File: config.mk
export PLATFORM = sky130hd
export DESIGN_NAME = ip1_scan_out_capture
export DESIGN_NICKNAME = d
export VERILOG_FILES = /design/src/rtl/ip1_scan_out_capture.sv
export SDC_FILE = /design/constraint.sdc
export NUM_CORES = 1
export LEC_CHECK = 0
export ABC_CLOCK_PERIOD_IN_PS = 2740
export CAP_MARGIN = 25
export CORE_MARGIN = 5
export CORE_UTILIZATION = 42
export CTS_CLUSTER_DIAMETER = 200
export CTS_CLUSTER_SIZE = 20
export DETAILED_ROUTE_END_ITERATION = 8
export PLACE_DENSITY = 0.83
export SLEW_MARGIN = 20
export SYNTH_ARGS = -nofsm -noshare
export SYNTH_HDL_FRONTEND = slang
export SYNTH_SLANG_ARGS = --single-unit
File: constraint.sdc
create_clock -name clk -period 2.74 [get_ports clk]
set_input_delay 0.274 -clock clk [delete_from_list [all_inputs] [get_ports clk]]
set_output_delay 0.274 -clock clk [all_outputs]
set_load 0.01 [all_outputs]
File: src/rtl/ip1_scan_out_capture.sv
// rtl/ip1_scan_out_capture.sv - ASIC scan-chain readback capture FSM (optional parity via IP1_SCAN_OUT_PARITY_EN)
module ip1_scan_out_capture (
  input  logic        clk,
  input  logic        reset,
  input  logic        enable,
  input  logic [6:0]  clk_counter,
  input  logic [6:0]  test_delay,
  input  logic        start_re,
  input  logic        scan_out_i,
  input  logic [12:0] shift_cnt_max,
  output logic [2:0]  sm_state,
  output logic        o_scan_load,
  output logic        o_capture_bit,
  output logic        o_capture_valid,
  output logic [12:0] o_shift_cnt,
  output logic        o_busy,
  output logic        o_status_done,
  output logic        o_parity
);

  localparam logic [2:0] ST_IDLE      = 3'd0;
  localparam logic [2:0] ST_DELAY     = 3'd1;
  localparam logic [2:0] ST_LOAD      = 3'd2;
  localparam logic [2:0] ST_SHIFT_OUT = 3'd3;
  localparam logic [2:0] ST_DONE      = 3'd4;

  logic [2:0]  state;
  logic        scan_load;
  logic        capture_bit;
  logic        capture_valid;
  logic [12:0] shift_cnt;
  logic        status_done;
  logic        boundary;
  logic [12:0] shift_cnt_next;
  logic        block_clear;
  logic        start_accept;
  logic        capture_en;

  assign boundary     = (test_delay == clk_counter);
  assign block_clear  = reset || !enable;
  assign start_accept = (state == ST_IDLE) && start_re;
  assign capture_en   = (state == ST_SHIFT_OUT) && boundary;

  // Saturate rather than wrap so a shrunken shift_cnt_max can never alias back to a match.
  assign shift_cnt_next = (shift_cnt == 13'h1fff) ? shift_cnt : shift_cnt + 13'd1;

  always_ff @(posedge clk) begin
    if (block_clear) begin
      state         <= ST_IDLE;
      scan_load     <= 1'b1;
      capture_bit   <= 1'b0;
      capture_valid <= 1'b0;
      shift_cnt     <= 13'd0;
      status_done   <= 1'b0;
    end else begin
      capture_valid <= 1'b0;
      case (state)
        ST_IDLE: begin
          scan_load <= 1'b1;
          if (start_re) begin
            state       <= ST_DELAY;
            status_done <= 1'b0;
            shift_cnt   <= 13'd0;
          end
        end
        ST_DELAY: begin
          if (boundary) begin
            state     <= ST_LOAD;
            scan_load <= 1'b1;
          end
        end
        ST_LOAD: begin
          if (boundary) begin
            if (shift_cnt_max != 13'd0) begin
              state     <= ST_SHIFT_OUT;
              scan_load <= 1'b0;
            end else begin
              state       <= ST_DONE;
              scan_load   <= 1'b1;
              status_done <= 1'b1;
            end
          end
        end
        ST_SHIFT_OUT: begin
          if (boundary) begin
            capture_bit   <= scan_out_i;
            capture_valid <= 1'b1;
            shift_cnt     <= shift_cnt_next;
            if (shift_cnt_next == shift_cnt_max) begin
              state       <= ST_DONE;
              scan_load   <= 1'b1;
              status_done <= 1'b1;
            end
          end
        end
        ST_DONE: begin
          status_done <= 1'b1;
          scan_load   <= 1'b1;
          state       <= ST_IDLE;
        end
        default: begin
          state <= ST_IDLE;
        end
      endcase
    end
  end

`ifdef IP1_SCAN_OUT_PARITY_EN
  logic parity;

  always_ff @(posedge clk) begin
    if (block_clear || start_accept) begin
      parity <= 1'b0;
    end else if (capture_en) begin
      parity <= parity ^ scan_out_i;
    end
  end

  assign o_parity = parity;
`else
  assign o_parity = 1'b0;
`endif

  assign sm_state        = state;
  assign o_scan_load     = scan_load;
  assign o_capture_bit   = capture_bit;
  assign o_capture_valid = capture_valid;
  assign o_shift_cnt     = shift_cnt;
  assign o_busy          = (state != ST_IDLE);
  assign o_status_done   = status_done;

endmodule
==> flow_summary.yaml <==
yosys:
  synth-simple-area-share: 0.308
  synth-xor-area-share: 0.101
  netlist_area_mm2: 0.00173
  synth_compound_area_frac: 0.253
  yosys_register_bits: 20
  synth_top_family_by_area: "simple AND/OR/NAND/NOR gates"
  synthTopCellsByArea: "dfxtp_1 23%, a21oi_1 6.7%, xnor2_1 6.1%"
  synth_fa_ha_area_frac: 0.00724
  synth_edf_count: 0
  yosysTopAreaCell: "dfxtp_1"
  yosysSeqAreaShare: 0.232
  synth_nets: 268
  synth_top_area_share: 0.232
  ys_types: 56
  syn_inst: 235
  ys.flop_type: "dfxtp_1"
  yosysWarnings: 0
  muxShareOfSynthArea: 0.0289
  avgSynthCellArea_um2: 7.36
  async_flop_share: 0
sta:
  final_max_slew_viol_count: 0
  fin_skew_ns: 0.00241
  setup_viol: 0
  fmax_mhz: 370
  grt_setup_unrepaired: "true"
  finalHoldViolCount: 0
  min_period_ns: 2.70
  setup_tns_ns: 0
  fin_crit_sh: 0.987
  tightest_slew_ns: 0.774
  maxSlewHeadroom: 0.484
  holdWs_ns: 0.462
critical_path:
  crit_family: "simple AND/OR/NAND/NOR gates"
  crit_required_ns: 2.93
  crit_top_cell: "buf_4"
  crit_path_start_kind: "flop"
  slowest_stage: "or4_4"
  crit_type: "flop to flop"
  arrival_ns: 2.90
  cp_max_fo: 6
  max_stage_delay_ns: 0.54
  cp_cell_sequence: "nand3_2, or4_4, buf_4, mux2i_1, xnor2_1, a211o_1, nor4_4, buf_4, or3_2, a31oi_1"
  crit_path_end_kind: "flop"
  crit_buf_inv: 2
floorplanning:
  die_w_um: 74.2
  num_rows: 23
  core_area_mm2: 0.00400
  ioPinCount: 54
  die_y_um: 74.2
  dieArea_mm2: 0.00550
  start_util: 0.432
route:
  via_count: 2173
  drc_errors: 0
  ant_nets: 0
  avgRoutedWirePerCell_um: 16.7
  drt_iter0_drc: 200
  wirelength_um: 5950
  via_per_inst: 6.09
  dr.pass1.iters: 5
place:
  place_congestion: 0.947
  io_buffers: 52
  dp_cells: 348
  hpwl_um: 4560
  post_dp_cell_area_mm2: 0.00246
final_layout:
  fin_nets: 341
  final_cell_mix: "52 x clkdlybuf4s50_1, 34 x buf_4, 23 x a21oi_1, 21 x nor2_1, 17 x nand2_1"
  finish.utilization: 0.657
  antennaDiodeCount: 0
  final_area_mm2: 0.00263
  fin_cells: 357
  layout-drive-gt1-share: 0.215
  area_delta_synth_final_pct: 52.0
  final_common_cell: "clkdlybuf4s50_1"
global_route:
  grt_pass1_vias: 2020
  antenna_found_initial: 0
  grt_usage: 0.212
  grt_pass1_wl_um: 9150
  grt_overflow_total: 0
  grt_max_degree: 14
clocking:
  clockBufferDepth: 2
  numCtsBuffers: 3
  clock_latency_ns: 0.26
  tritoncts: "built"
  clkTransAtPathRegs_ns: 0.08
  cts.sinks: 20
  cts_root_buffer: "clkbuf_8"
  h-tree-depth: 1
outcome:
  run_status: "finished clean"
pwr:
  swShare: 0.236
  p_leak_nw: 0.919
  p_sw_w: 0.000172
  p_seq_frac: 0.401
  peakVddDrop_mv: 0.214
  p_int_w: 0.000558
  comb_power_share: 0.187
  p_clk_frac: 0.412
  p_per_area_mw_per_mm2: 278
hold_path:
  hold_class: "flop to flop"
run:
  cap_violations: 0
==> power by group through the flow <==
stage	Combinational (W)	Clock [W]	Sequential, W
6_report	0.000136	0.000301	0.000293
3_3_place_gp	0.000131	0	0.000304
4_1_cts	0.000134	0.000304	0.000297
3_5_place_dp	0.000133	0	0.000303
5_1_grt	0.000146	0.000318	0.000293
2_1_floorplan	0.0000616	0	0.000302
==> state kept, by name (all words and copies together), names as in the netlist <==
register         flops
o_capture_bit        1
o_scan_load          1
sm_state             3
o_capture_valid      1
o_status_done        1
o_shift_cnt         13
==> logic make-up (layout without fill, tap and decap cells) <==
logic type	Yosys count	after routing
other	1	1
XOR/XNOR	20	20
AND/OR/NAND/NOR	93	93
adder cells (fa/ha/maj)	1	1
buffers and inverters	25	97
AO/OA/AOI/OAI	70	70
flip-flops	20	20
multiplexers	5	5
==> layout make-up <==
cell class / instances / area (um^2)
Sequential cell: 20 / 423
Timing Repair Buffer: 86 / 776
Tap cell: 50 / 62.6
Fill cell: 318 / 1370
Clock buffer: 3 / 41.3
Clock inverter: 1 / 30.0
Multi-Input combinational cell: 190 / 1270
Inverter: 7 / 26.3
==> worst min-delay path: cells and delay by family (launching register included) <==
family,cells,cell delay (ns)
flip-flops,1,0.32
AO/OA/AOI/OAI,1,0.05
AND/OR/NAND/NOR,1,0.05
==> synth_stat cells (2+ instances only) <==
| master | instances |
|---|---|
| a211o_1 | 2 |
| a211oi_1 | 8 |
| a21oi_1 | 23 |
| a31oi_1 | 7 |
| and2_1 | 3 |
| and3_1 | 3 |
| buf_2 | 9 |
| clkbuf_1 | 6 |
| dfxtp_1 | 20 |
| inv_1 | 6 |
| mux2i_1 | 5 |
| nand2_1 | 18 |
| nand3_1 | 5 |
| nand4_1 | 6 |
| nor2_1 | 22 |
| nor2b_1 | 2 |
| nor3_1 | 8 |
| nor3b_1 | 2 |
| nor4_1 | 7 |
| o21ai_0 | 16 |
| or3_1 | 2 |
| or3_2 | 2 |
| or4_4 | 2 |
| xnor2_1 | 12 |
| xor2_1 | 8 |
==> per-layer routing <==
layer  wire length, um  vias up  global-route usage
li1                  -     1017                   -
met1              2320      991               0.258
met2              2820      142               0.350
met3               615       23              0.0446
met4               197        0               0.113
met5                 0        -                   0
==> stage by stage <==
stage               worst slack [ns]  total power (W)
floorplan                     0.0153         0.000363
global placement              0.0364         0.000435
detailed placement          -0.00373         0.000437
CTS                           0.0160         0.000735
global route                 -0.0865         0.000758
finish                        0.0351         0.000730
==> worst paths after layout <==
kind / start / end / slack (ns) / cells past startpoint
max: o_shift_cnt[5]$_SDFFE_PP0P_ / sm_state[0]$_SDFFE_PP0P_ / 0.04 / 10
min: o_capture_bit$_SDFFE_PP0P_ / o_capture_bit$_SDFFE_PP0P_ / 0.46 / 2
max reg2reg: o_shift_cnt[5]$_SDFFE_PP0P_ / sm_state[0]$_SDFFE_PP0P_ / 0.04 / 10
min reg2reg: o_capture_bit$_SDFFE_PP0P_ / o_capture_bit$_SDFFE_PP0P_ / 0.46 / 2
==> repair_timing <==
| action | CTS | global route |
|---|---|---|
| pin swaps | 0 | 4 |
| hold endpoints to repair | 0 | 0 |
| setup endpoints to repair | 2 | 5 |
| hold buffers | 0 | 0 |
| gates resized for setup | 1 | 18 |
| setup buffers | 0 | 6 |
No activity file was read; power rests on OpenSTA's default activity.
